==> src/rtl/oc8051_ecall_ctrl.sv <==
// oc8051_ecall_ctrl -- ECALL/ERET program-flow controller.
// Captures the handler target and the return address on ECALL and requests a PC
// load toward the handler. On ERET it requests a PC load back to the saved
// return address. The saved return address is readable as two SFR bytes.
// Optional feature macro: OC8051_ECALL_NEST_EN. When it is defined, the design
// keeps a two-entry return-address stack so one nested ECALL is allowed.
//
// state  | meaning
// IDLE   | not inside a handler, no load pending
// ENTER  | pc_load toward tgt, waiting for pc_ack
// ACTIVE | executing inside a handler
// EXIT   | pc_load toward top-of-stack era, waiting for pc_ack

module oc8051_ecall_ctrl #(
    parameter logic [7:0] OC8051_SFR_ERA_LO = 8'hb6,
    parameter logic [7:0] OC8051_SFR_ERA_HI = 8'hb7
) (
    input  logic        clk,
    input  logic        rst,
    input  logic [15:0] etr,
    input  logic        ecall_req,
    input  logic        eret_req,
    input  logic [15:0] ret_pc,
    input  logic        pc_ack,
    input  logic [7:0]  rd_addr,
    output logic        pc_load,
    output logic [15:0] pc_new,
    output logic        in_ecall,
    output logic        ecall_fault,
    output logic [7:0]  sfr_data,
    output logic        sfr_hit
);

    typedef enum logic [1:0] {
        IDLE   = 2'd0,
        ENTER  = 2'd1,
        ACTIVE = 2'd2,
        EXIT   = 2'd3
    } state_t;

    state_t      state;
    state_t      state_nxt;
    logic [1:0]  depth;
    logic [15:0] tgt;
    logic [15:0] era0;
    logic [15:0] era_top;
    logic        fault_nxt;
    logic        load_tgt;
    logic        push0;
    logic        pop;
`ifdef OC8051_ECALL_NEST_EN
    logic [15:0] era1;
    logic        push1;
`endif

    // State register and registered fault pulse.
    always_ff @(posedge clk or negedge rst) begin
        if (!rst) begin
            state       <= IDLE;
            ecall_fault <= 1'b0;
        end else begin
            state       <= state_nxt;
            ecall_fault <= fault_nxt;
        end
    end

    // Next-state decode; a request that cannot be honoured raises a fault.
    always_comb begin
        state_nxt = state;
        fault_nxt = 1'b0;
        load_tgt  = 1'b0;
        push0     = 1'b0;
        pop       = 1'b0;
`ifdef OC8051_ECALL_NEST_EN
        push1     = 1'b0;
`endif
        case (state)
            IDLE: begin
                if (ecall_req) begin
                    if (etr != 16'h0000) begin
                        load_tgt  = 1'b1;
                        push0     = 1'b1;
                        state_nxt = ENTER;
                    end else begin
                        fault_nxt = 1'b1;
                    end
                end else if (eret_req) begin
                    fault_nxt = 1'b1;
                end
            end
            ENTER: begin
                if (ecall_req || eret_req) begin
                    fault_nxt = 1'b1;
                end
                if (pc_ack) begin
                    state_nxt = ACTIVE;
                end
            end
            ACTIVE: begin
                if (eret_req) begin
                    state_nxt = EXIT;
                end else if (ecall_req) begin
`ifdef OC8051_ECALL_NEST_EN
                    if ((depth == 2'd1) && (etr != 16'h0000)) begin
                        load_tgt  = 1'b1;
                        push1     = 1'b1;
                        state_nxt = ENTER;
                    end else begin
                        fault_nxt = 1'b1;
                    end
`else
                    fault_nxt = 1'b1;
`endif
                end
            end
            EXIT: begin
                if (ecall_req || eret_req) begin
                    fault_nxt = 1'b1;
                end
                if (pc_ack) begin
                    pop       = 1'b1;
                    state_nxt = (depth <= 2'd1) ? IDLE : ACTIVE;
                end
            end
            default: state_nxt = IDLE;
        endcase
    end

    // Target, return-address stack and stack depth.
    always_ff @(posedge clk or negedge rst) begin
        if (!rst) begin
            tgt   <= 16'h0000;
            era0  <= 16'h0000;
            depth <= 2'd0;
`ifdef OC8051_ECALL_NEST_EN
            era1  <= 16'h0000;
`endif
        end else begin
            if (load_tgt) begin
                tgt <= etr;
            end
            if (push0) begin
                era0  <= ret_pc;
                depth <= 2'd1;
`ifdef OC8051_ECALL_NEST_EN
            end else if (push1) begin
                era1  <= ret_pc;
                depth <= 2'd2;
`endif
            end else if (pop) begin
                depth <= depth - 2'd1;
            end
        end
    end

    // Top-of-stack select: the nested entry only exists when nesting is built in.
    always_comb begin
`ifdef OC8051_ECALL_NEST_EN
        era_top = (depth == 2'd2) ? era1 : era0;
`else
        era_top = era0;
`endif
    end

    // PC load request and handler flag follow the state directly so that reset clears them at once.
    always_comb begin
        pc_load  = 1'b0;
        pc_new   = 16'h0000;
        in_ecall = 1'b0;
        case (state)
            ENTER: begin
                pc_load  = 1'b1;
                pc_new   = tgt;
                in_ecall = (depth == 2'd2);
            end
            ACTIVE: begin
                in_ecall = 1'b1;
            end
            EXIT: begin
                pc_load  = 1'b1;
                pc_new   = era_top;
                in_ecall = 1'b1;
            end
            default: begin
                pc_load  = 1'b0;
            end
        endcase
    end

    // SFR read port for the saved return address.
    always_comb begin
        sfr_hit  = 1'b0;
        sfr_data = 8'h00;
        if (rd_addr == OC8051_SFR_ERA_LO) begin
            sfr_hit  = 1'b1;
            sfr_data = era_top[7:0];
        end else if (rd_addr == OC8051_SFR_ERA_HI) begin
            sfr_hit  = 1'b1;
            sfr_data = era_top[15:8];
        end
    end

endmodule

==> config.mk <==
export PLATFORM = sky130hd
export DESIGN_NAME = oc8051_ecall_ctrl
export DESIGN_NICKNAME = d
export VERILOG_FILES = /design/src/rtl/oc8051_ecall_ctrl.sv
export SDC_FILE = /design/constraint.sdc
export NUM_CORES = 1
export LEC_CHECK = 0
export ABC_AREA = 1
export CORE_MARGIN = 8
export CORE_UTILIZATION = 30
export CTS_CLUSTER_DIAMETER = 200
export DETAILED_ROUTE_END_ITERATION = 10
export PLACE_DENSITY = 0.67
export SETUP_SLACK_MARGIN = 0.05
export SYNTH_ARGS = -nofsm -noshare
export SYNTH_HDL_FRONTEND = slang
export SYNTH_SLANG_ARGS = --single-unit
==> constraint.sdc <==
create_clock -name clk -period 3.6 [get_ports clk]
set_input_delay 0.54 -clock clk [delete_from_list [all_inputs] [get_ports clk]]
set_output_delay 0.54 -clock clk [all_outputs]
set_load 0.05 [all_outputs]
# Word level (Yosys, flattened, before mapping)
# Cells that the tools add are included.
[classes]
n_bitwise = 0
n_mux = 28
n_div = 0
n_eq_ne = 11
multipliers = 0
magnitude_cmp = 1
addsub = 1
n_shift = 0
n_reduce_logical = 7
[ops]
columns = ["cell", "n"]
rows = [
  ["case mux 16 bit (2 select lines)", 1],
  ["== test 8 bit, second input constant", 2],
  ["two-way mux 2 bit", 8],
  ["two-way mux 8 bit", 2],
  ["nonzero test 16 bit", 1],
  ["two-way mux 1 bit", 14],
  ["!= test 2 bit, second input constant", 5],
  ["case mux 2 bit (4 select lines)", 1],
  ["== test 2 bit, second input constant", 3],
  ["AND reduction 5 bit", 1],
  ["OR reduction 2 bit", 2],
  ["case mux 1 bit (3 select lines)", 1],
  ["== test 2 x 1 -> 1 bit, second input constant", 1],
  ["<= comparator 2 x 1 -> 1 bit, second input constant", 1],
  ["logical NOT 2 bit", 1],
  ["case mux 1 bit (2 select lines)", 1],
  ["nonzero test 2 bit", 1],
  ["subtractor 2 x 1 -> 2 bit, second input constant", 1],
  ["logical OR 1 bit", 1],
]
[word_totals]
word_cells = 53
mem_bits_ro = 0
inputBits = 45
out_inout_bits = 28
mem_bits_rw = 0
reg_bits = 37
latchBits = 0
memories = 0

# Depth between registers and ports, before layout
# Gate-level depths: netlist (run 1).
[logic_depth]
word_depth = 5
depth_mapped = 9

# Worst setup path before layout (run 1)
# Ideal clock, no wire load.
[synth_path]
kind = "input-to-output"
start = "input port rd_addr[3]"
end = "output port sfr_data[0]"
path_stages = 4
path_slack_ns = 0.301
required_ns = 3.060
path_buffers = 0
t_arrival_ns = 2.759
path_cell_list = "nand3b_1 -> nor4_4 -> nand2_4 -> o21ai_0"
[synth_via]
elab_chain_cells = 3
word_cells_on_any_way = 4
cone_classes = "eq/ne: 2; mux: 2"
[synth_rtl]
columns = ["element", "line", "source"]
rows = [
  ["from (decl)", "25", "input logic [7:0] rd_addr,"],
  ["== test 8 bit", "197", "end else if (rd_addr == OC8051_SFR_ERA_HI) begin"],
  ["two-way mux 8 bit", "197", ""],
  ["two-way mux 8 bit *", "194", "if (rd_addr == OC8051_SFR_ERA_LO) begin"],
  ["to (decl)", "30", "output logic [7:0] sfr_data,"],
]
# Mark *: on every way between the ends. The rest lies on a longest branch, timed or not.

# Worst setup path in the final report (run 1)
[layout_path]
start = "input port rd_addr[4]"
end = "output port sfr_hit"
[layout_via]
elab_chain_cells = 3
word_cells_on_any_way = 4
cone_classes = "eq/ne: 2; mux: 2"
[layout_rtl]
columns = ["element", "line", "source"]
rows = [
  ["== test 8 bit", "197", ""],
  ["two-way mux 1 bit", "197", ""],
  ["two-way mux 1 bit *", "194", ""],
  ["to (decl)", "31", "output logic sfr_hit"],
]
# Marked as above.

==> reports/results.ini, run 1 <==
[setup_path]
rr_startpoint=state[0]
critPathMostFrequentCell=clkdlybuf4s50_1
end_kind=primary output
critPathArrivalTime_ps=2340
reg2reg_depth=6
reg2reg_slack_ps=1850
cp.buffers_inverters=4
crit_family=buffers and inverters
crit_path_max_fanout=10
crit_chain=clkdlybuf4s50_1, inv_1, nor4_4, buf_4, clkdlybuf4s50_1
path_class=in -> out
worst_path_max_delay_cell=clkdlybuf4s50_1
slowest_delay_ps=830
critPathRequiredTime_ps=3060
r2r_end=tgt[10]
startpoint_type=input pin

[clock_network]
cts_root_buffer=clkbuf_8
ctsHoldBuffers=0
htreeDepth=2
cts_buffers=5
clkLatencyLatePin_ps=290
post_cts_buffers=0
cts_resized=0
clk_pin_slew_ps=70
cts_buffer_depth=2
cts_sinks=37
cts_tree=yes

[layout]
n_antenna_cell=0
mostFrequentLayoutCells=nand2_1, clkdlybuf4s50_1, o21ai_0
drive_gt1_share_pct=7.37
fin_cells=416
stdcell_area_sq_mm=0.00285
mostFrequentLayoutCell=nand2_1
fin_nets=385
areaGrowthSynthToFinish_pct=45.1

[sta]
max_slew.worst_pin.slew_ps=837
skew_ps=6.13
maxSlewViolCount=0
final.setup.tns_ps=0
fin_ws_ps=722
max_freq_mhz=347
hold_viol=0
period_minus_slack_ps=2880
relSlewSlack_pct=44.2
fin_crit_sh_pct=79.9
rsz0062_at_grt=false
setup_viol=0

[power_and_ir_drop]
p_leak_nw=1.41
p_switching_w=0.00110
clock_power_share_pct=16.1
swShare_pct=47.3
p_total_w=0.00233
internal_power_w=0.00123
power.density_mw_per_mm2=819
ir_drop_mv=0.653
p_seq_share_pct=32.1
combPwrFrac_pct=51.8

[floorplan]
fp.dieW_microns=96.8
rows=29
start_util_pct=30.9
core-area_sq_mm=0.00635
die_h_microns=96.8
dieArea_sq_mm=0.00938
ioPinCount=73

[flow_run]
maxCapViolCount=0

[grt]
grt_max_degree=38
first_global_vias=1958
antenna_found_initial=0
grt_pass1_wl_microns=9520
grt_use_total_pct=12.5
overflow=0

[place]
placed_area_sq_mm=0.00273
port-buffer-count=72
dp.cells=408
dpl.hpwl_microns=4600
pre_cts_ws_ps=713
gp_congestion=0.788

[synthesis]
ys_ff_latch=37
netlist_instances=267
yosysWarnings=0
yosysUniqueCellTypes=19
syn-num-nets=314
ys_seq_area_share_pct=47.2
synth.avg_cell_area_sq_um=7.34
syn_area_sq_mm=0.00196

[routing]
drt_iter0_markers=127
drc_errors=0
drtAntennaViolNets=0
finalWirelength_microns=5880
wl_per_cell_microns=14.1
num_vias=1877
firstDrtPassIters=4
vias_per_cell=4.51

[worst_hold_path]
hp-class=in -> async

[run_status]
outcome=completed

## synth_stat cells, drive strengths merged
| library cell | number | area [sq um] |
|---|---|---|
| dfrtp | 37 | 926 |
| o21ai | 50 | 250 |
| clkbuf | 5 | 18.8 |
| nor2 | 18 | 70.1 |
| nand3b | 1 | 7.51 |
| clkinv | 1 | 3.75 |
| nor4 | 1 | 21.3 |
| nand3 | 28 | 145 |
| buf | 7 | 38.8 |
| inv | 49 | 184 |
| o211ai | 1 | 7.51 |
| o31ai | 1 | 7.51 |
| ha | 2 | 25.0 |
| nand2 | 66 | 255 |
## power groups by stage
| stage | Clock (W) | Combinational (W) | Sequential [W] |
|---|---|---|---|
| 2_1_floorplan | 0 | 0.000812 | 0.000726 |
| 3_3_place_gp | 0 | 0.00120 | 0.000745 |
| 3_5_place_dp | 0 | 0.00121 | 0.000755 |
| 4_1_cts | 0.000385 | 0.00122 | 0.000748 |
| 5_1_grt | 0.000404 | 0.00132 | 0.000770 |
| 6_report | 0.000375 | 0.00121 | 0.000748 |
## metrics by stage
step	utilization (%)	hold WS, ps
floorplan	-	244
CTS	44.8	370
detailed placement	42.9	476
global route	44.8	402
finish	44.8	347
global placement	42.9	469
## logic make-up (layout without fill, tap and decap cells)
| family | after synthesis | count (layout) | synth area share, % |
|---|---|---|---|
| and+or+nand+nor | 114 | 114 | 25.5 |
| buffers and inverters | 62 | 134 | 12.5 |
| AOI/OAI and AO/OA | 52 | 52 | 13.5 |
| DFF | 37 | 37 | 47.2 |
| adders and majority gates | 2 | 2 | 1.28 |
## how the worst max path moves through the flow
stage	slack [ps]	cells past startpoint	startpoint	to
6_report	720	5	rd_addr[4]	sfr_hit
5_1_grt	600	4	state[1]	pc_new[14]
2_1_floorplan	300	4	rd_addr[3]	sfr_data[0]
3_3_place_gp	730	5	rd_addr[4]	sfr_hit
4_1_cts	710	5	rd_addr[4]	sfr_hit
3_5_place_dp	710	5	rd_addr[4]	sfr_hit
## worst reg2reg max path, delay by kind of cell, from the launching register on
family                 cells  cell delay, ps
AND/OR/NAND/NOR            3             600
AO/OA/AOI/OAI              1              80
flip-flops                 1             380
buffers and inverters      2             560
## cell type report
cell class	count	area (sq um)
fillers	653	3500
flip-flops and latches	37	926
multi-input cells	168	790
repair buffers	76	726
inverters	50	188
well taps	77	96.3
clock buffers	6	82.6
clock inverters	2	37.5
## layer usage
layer | part of all wire (%) | global-route usage [%] | up-vias | wire, microns
li1 | - | - | 972 | -
met1 | 44 | 14.8 | 837 | 2590
met2 | 48 | 20.5 | 57 | 2840
met3 | 4.8 | 3.34 | 11 | 283
met4 | 2.7 | 6.04 | 0 | 156
met5 | 0 | 0 | - | 0
## flip-flops by register name, indices dropped and copies added (netlist names)
register / flops
era0: 16
tgt: 16
depth: 2
state: 2
ecall_fault: 1
(Power assumes the default switching activity.)
==> run 2, diff against run 1 <==
Clock period 3.6 ns to 3 ns, I/O delays scaled along.
==> reports/results.ini, run 2 (same netlist as run 1, synthesis figures left out) <==
[setup_path]
crit_path_max_fanout=9  ; was 10
path_class=in -> out  ; unchanged
critPathRequiredTime_ps=2550  ; was 3060 ps
reg2reg_slack_ps=1200  ; was 1850 ps
end_kind=primary output  ; unchanged
rr_startpoint=state[0]  ; unchanged
startpoint_type=input pin  ; unchanged
reg2reg_depth=5  ; was 6
r2r_end=tgt[4]  ; was tgt[10]
critPathArrivalTime_ps=1960  ; was 2340 ps

[layout]
n_antenna_cell=0  ; unchanged
final_core_util_pct=45.9  ; was 44.8%
mostFrequentLayoutCell=nand2_1  ; unchanged
areaGrowthSynthToFinish_pct=48.8  ; was 45.1%
reg.largest.list=era0: 16 flops, tgt: 16 flops  ; unchanged
fin_nets=384  ; was 385
drive_gt1_share_pct=11.8  ; was 7.37%
mostFrequentLayoutCells=nand2_1, o21ai_0, inv_1  ; was nand2_1, clkdlybuf4s50_1, o21ai_0

[clock_network]
cts_sinks=37  ; unchanged
cts_buffer_depth=2  ; unchanged
cts_buffers=5  ; unchanged
post_cts_buffers=0  ; unchanged
cts_root_buffer=clkbuf_8  ; unchanged
clk_pin_slew_ps=70  ; about the same
cts_tree=yes  ; unchanged
ctsHoldBuffers=0  ; unchanged
htreeDepth=2  ; unchanged
clkLatencyLatePin_ps=290  ; about the same
cts_resized=0  ; unchanged

[flow_run]
maxCapViolCount=0  ; unchanged

[routing]
wl_per_cell_microns=14.0  ; was 14.1 microns
firstDrtPassIters=6  ; was 4
drc_errors=0  ; unchanged
finalWirelength_microns=5800  ; was 5880 microns
num_vias=1912  ; was 1877
vias_per_cell=4.61  ; was 4.51
drtAntennaViolNets=0  ; unchanged
drt_iter0_markers=90  ; was 127

[power_and_ir_drop]
p_leak_nw=1.47  ; was 1.41 nW
p_total_w=0.00276  ; was 0.00233 W
ir_drop_mv=0.617  ; was 0.653 mV
power.density_mw_per_mm2=946  ; was 819 mW/mm^2

[grt]
first_global_vias=1925  ; was 1958
grt_max_degree=41  ; was 38
overflow=0  ; unchanged
grt_pass1_wl_microns=9530  ; was 9520 microns
antenna_found_initial=0  ; unchanged
grt_use_total_pct=12.3  ; was 12.5%

[floorplan]
ioPinCount=73  ; unchanged
fp.dieW_microns=96.8  ; unchanged
die_h_microns=96.8  ; unchanged
rows=29  ; unchanged
start_util_pct=30.9  ; unchanged
dieArea_sq_mm=0.00938  ; unchanged
core-area_sq_mm=0.00635  ; unchanged

[sta]
period_minus_slack_ps=2410
fin_crit_sh_pct=80.4
rsz0062_at_grt=false  ; unchanged
hold_viol=0  ; unchanged
skew_ps=9.05  ; was 6.13 ps
maxSlewViolCount=0  ; unchanged
max_freq_mhz=415
max_slew.worst_pin.slew_ps=852  ; was 837 ps
relSlewSlack_pct=43.2  ; was 44.2%
setup_viol=0  ; unchanged

[place]
port-buffer-count=72  ; unchanged
dpl.hpwl_microns=4580  ; was 4600 microns
gp_congestion=0.798  ; was 0.788

[run_status]
outcome=completed  ; unchanged

[worst_hold_path]
hp-class=in -> async  ; unchanged

[run 2: changes by cell type in the layout (fill, tap and decap cells not counted)]
cell | previous run | this run
clkdlybuf4s50_1 | 63 | 46
buf_4 | 12 | 18
buf_12 | 0 | 10
clkbuf_1 | 0 | 1
clkinvlp_4 | 1 | 0
[run 2: final cells by class]
cell class | instances | area [sq um]
clock buffers | 7 | 86.3
clock inverters | 1 | 30.0
fillers | 642 | 3430
inverters | 50 | 188
multi-input cells | 168 | 790
flip-flops and latches | 37 | 926
well taps | 77 | 96.3
repair buffers | 75 | 801
[run 2: how the worst max path moves through the flow]
| stage | slack (ps) | from | end |
|---|---|---|---|
| after floorplan | -120 | rd_addr[3] | sfr_data[0] |
| after global placement | 600 | rd_addr[4] | sfr_data[7] |
| after detailed placement | 580 | rd_addr[4] | sfr_data[7] |
| after CTS | 580 | rd_addr[4] | sfr_data[7] |
| after global routing | 460 | rd_addr[4] | sfr_data[0] |
| final | 590 | rd_addr[4] | sfr_data[7] |
[run 2: worst max-delay path, cell delays in order]
cell and delay, ps:
clkdlybuf4s50_1 450, inv_1 60, nor4_4 340, buf_4 230
nand3_1 80, o21ai_0 160, buf_12 190
[run 2: power breakdown]
| group | switching, W | internal, W | leakage [nW] |
|---|---|---|---|
| clock | 0.000172 | 0.000271 | 0.0585 |
| combinational | 0.000970 | 0.000440 | 0.949 |
| sequential | 0.000170 | 0.000735 | 0.458 |
| total | 0.00131 | 0.00145 | 1.47 |
[run 2: through the flow]
stage,area (sq um),setup WS [ps],std cells,TNS [ps],hold slack [ps]
after floorplan,1960,-119,267,-954,154
after global placement,2800,604,407,0,466
after detailed placement,2800,583,407,0,474
after CTS,2920,578,415,0,289
after global routing,2920,457,415,0,339
final,2920,588,415,0,262
[run 2: layer usage]
| metal | track usage [%] | up-vias | wire [microns] | share of wire [%] |
|---|---|---|---|---|
| met1 | 15.6 | 881 | 2660 | 46 |
| li1 | - | 970 | - | - |
| met2 | 20.3 | 57 | 2860 | 49 |
| met4 | 3.91 | 0 | 80 | 1.4 |
| met3 | 2.49 | 4 | 195 | 3.4 |
| met5 | 0 | - | 0 | 0 |
==> run 3, diff against run 2 <==
Settings changed: PLACE_DENSITY 0.67 to 0.69.
Clock period 3 ns to 2.05 ns, I/O delays scaled along.
==> reports/results.ini, run 3 (same netlist as run 1, synthesis figures left out) <==
[clock_network]
cts_root_buffer=clkbuf_8  ; unchanged
clk_pin_slew_ps=70  ; about the same
cts_sinks=37  ; unchanged
htreeDepth=2  ; unchanged
cts_tree=yes  ; unchanged
ctsHoldBuffers=0  ; unchanged
cts_buffer_depth=2  ; unchanged
clkLatencyLatePin_ps=290  ; about the same
cts_buffers=5  ; unchanged

[floorplan]
dieArea_sq_mm=0.00938  ; unchanged
core-area_sq_mm=0.00635  ; unchanged
fp.dieW_microns=96.8  ; unchanged
die_h_microns=96.8  ; unchanged
ioPinCount=73  ; unchanged
start_util_pct=30.9  ; unchanged
rows=29  ; unchanged

[setup_path]
end_kind=primary output  ; unchanged
slowest_delay_ps=420  ; was 450 ps
worstSetupStartpoint=rd_addr[7]  ; was rd_addr[4]
cp.buffers_inverters=2  ; was 4
reg2reg_slack_ps=610  ; was 1200 ps
path_class=in -> out  ; unchanged
crit_chain=dlygate4sd2_1, nand2_2, nor4_4, nand2_4, o21ai_4, buf_12  ; was clkdlybuf4s50_1, inv_1, nor4_4, buf_4, nand3_1, o21ai_0, buf_12
critPathRequiredTime_ps=1740  ; was 2550 ps
crit_path_max_fanout=8  ; was 9
startpoint_type=input pin  ; unchanged
r2r_end=tgt[1]  ; was tgt[4]
crit_end=sfr_data[6]  ; was sfr_data[7]
worst_path_max_delay_cell=nor4_4  ; was clkdlybuf4s50_1
reg2reg_depth=6  ; was 5
crit_cells=6  ; was 7
rr_startpoint=state[0]  ; unchanged
crit_family=simple AND/OR/NAND/NOR gates  ; was buffers and inverters
critPathArrivalTime_ps=1640  ; was 1960 ps

[power_and_ir_drop]
clock_power_share_pct=11.1  ; was 16.1%
combPwrFrac_pct=59.1  ; was 51.1%
p_seq_share_pct=29.8  ; was 32.8%
p_switching_w=0.00209  ; was 0.00131 W
ir_drop_mv=1.13  ; was 0.617 mV
swShare_pct=46.8  ; was 47.6%
p_leak_nw=1.56  ; was 1.47 nW
internal_power_w=0.00238  ; was 0.00145 W
power.density_mw_per_mm2=1380  ; was 946 mW/mm^2

[layout]
mostFrequentLayoutCells=nand2_1, inv_1, dfrtp_1, clkdlybuf4s50_1, o21ai_0  ; was nand2_1, o21ai_0, inv_1
drive_gt1_share_pct=18.5  ; was 11.8%
areaGrowthSynthToFinish_pct=65.3  ; was 48.8%
fin_nets=386  ; was 384
reg.largest.list=era0: 16 flops, tgt: 16 flops  ; unchanged
mostFrequentLayoutCell=nand2_1  ; unchanged
final_core_util_pct=51.1  ; was 45.9%
nFillCells=580  ; was 642
n_antenna_cell=0  ; unchanged

[sta]
fin_ws_ps=103  ; was 588 ps
setup_viol=0  ; unchanged
maxSlewViolCount=0  ; unchanged
max_freq_mhz=514
skew_ps=5.71  ; was 9.05 ps
fin_crit_sh_pct=95.0
period_minus_slack_ps=1950
rsz0062_at_grt=false  ; unchanged
hold_viol=0  ; unchanged
relSlewSlack_pct=46.1  ; was 43.2%
max_slew.worst_pin.slew_ps=808  ; was 852 ps

[place]
gp_congestion=0.806  ; was 0.798
dpl.hpwl_microns=4660  ; was 4580 microns
pre_cts_ws_ps=-37.0  ; was 583 ps
port-buffer-count=72  ; unchanged

[routing]
vias_per_cell=4.70  ; was 4.61
finalWirelength_microns=6140  ; was 5800 microns
drt_iter0_markers=94  ; was 90
drc_errors=0  ; unchanged
drtAntennaViolNets=0  ; unchanged
firstDrtPassIters=4  ; was 6
wl_per_cell_microns=14.7  ; was 14.0 microns
num_vias=1961  ; was 1912

[grt]
first_global_vias=1899  ; was 1925
grt_pass1_wl_microns=9630  ; was 9530 microns
overflow=0  ; unchanged
grt_use_total_pct=12.7  ; was 12.3%
grt_max_degree=67  ; was 41
antenna_found_initial=0  ; unchanged

[worst_hold_path]
hp-class=in -> async  ; unchanged

[run_status]
outcome=completed  ; unchanged

[flow_run]
maxCapViolCount=0  ; unchanged

==> run 3: cell count changes in the layout (fill, tap and decap cells not counted), moves of 2 or more <==
cell / previous run / this run
buf_12: 10 / 28
clkdlybuf4s15_1: 0 / 2
dlygate4sd2_1: 0 / 3
o21ai_0: 50 / 34
nand3_1: 27 / 21
nand2_1: 65 / 63
clkdlybuf4s50_1: 46 / 37
o21ai_1: 0 / 8
nand2_2: 0 / 2
o21ai_4: 0 / 8
clkinv_2: 0 / 3
buf_4: 18 / 3
nand3_2: 1 / 7
==> run 3: routing by layer <==
| metal | track usage (%) | up-vias | wire length [microns] |
|---|---|---|---|
| met3 | 3.41 | 11 | 300 |
| met5 | 0 | - | 0 |
| met2 | 20.0 | 55 | 2940 |
| li1 | - | 974 | - |
| met4 | 6.27 | 0 | 163 |
| met1 | 15.7 | 921 | 2740 |
==> run 3: layout make-up <==
type	count	area, sq um	share of cell area, %
clock inverter	2	10.0	0.309
tap	77	96.3	2.97
timing repair buffer	77	1030	31.9
inverter	50	189	5.83
multi-input combinational	168	915	28.2
clock buffer	6	72.6	2.24
sequential	37	926	28.6
==> run 3: stage by stage <==
step,TNS (ps),total power [W],hold slack [ps],instance area [sq um],std cells
final,0,0.00447,97.5,3240,417
after global routing,0,0.00477,162,3240,417
after CTS,0,0.00449,132,3180,417
after detailed placement,-185,0.00397,453,3070,409
after global placement,-3.73,0.00392,443,3070,409
after floorplan,-2040,0.00273,11.9,1990,267
==> run 3: timing repair <==
item,4_1_cts,5_1_grt
pin swaps,3,5
gates resized for setup,16,14
setup endpoints to repair,20,8
buffers inserted,0,0
==> run 3: worst min-delay path by stage <==
stage	end	slack, ps	cells after the start
6_report	era0[2]	100	1
5_1_grt	era0[1]	160	1
4_1_cts	era0[1]	130	1
3_5_place_dp	era0[1]	450	1
3_3_place_gp	era0[12]	440	1
2_1_floorplan	depth[0]	10	0
==> run 3: power groups by stage <==
stage          combinational [W]  clock, W  sequential [W]
2_1_floorplan            0.00146         0         0.00127
3_3_place_gp             0.00261         0         0.00131
3_5_place_dp             0.00264         0         0.00132
4_1_cts                  0.00265  0.000506         0.00133
5_1_grt                  0.00286  0.000538         0.00137
6_report                 0.00265  0.000495         0.00133
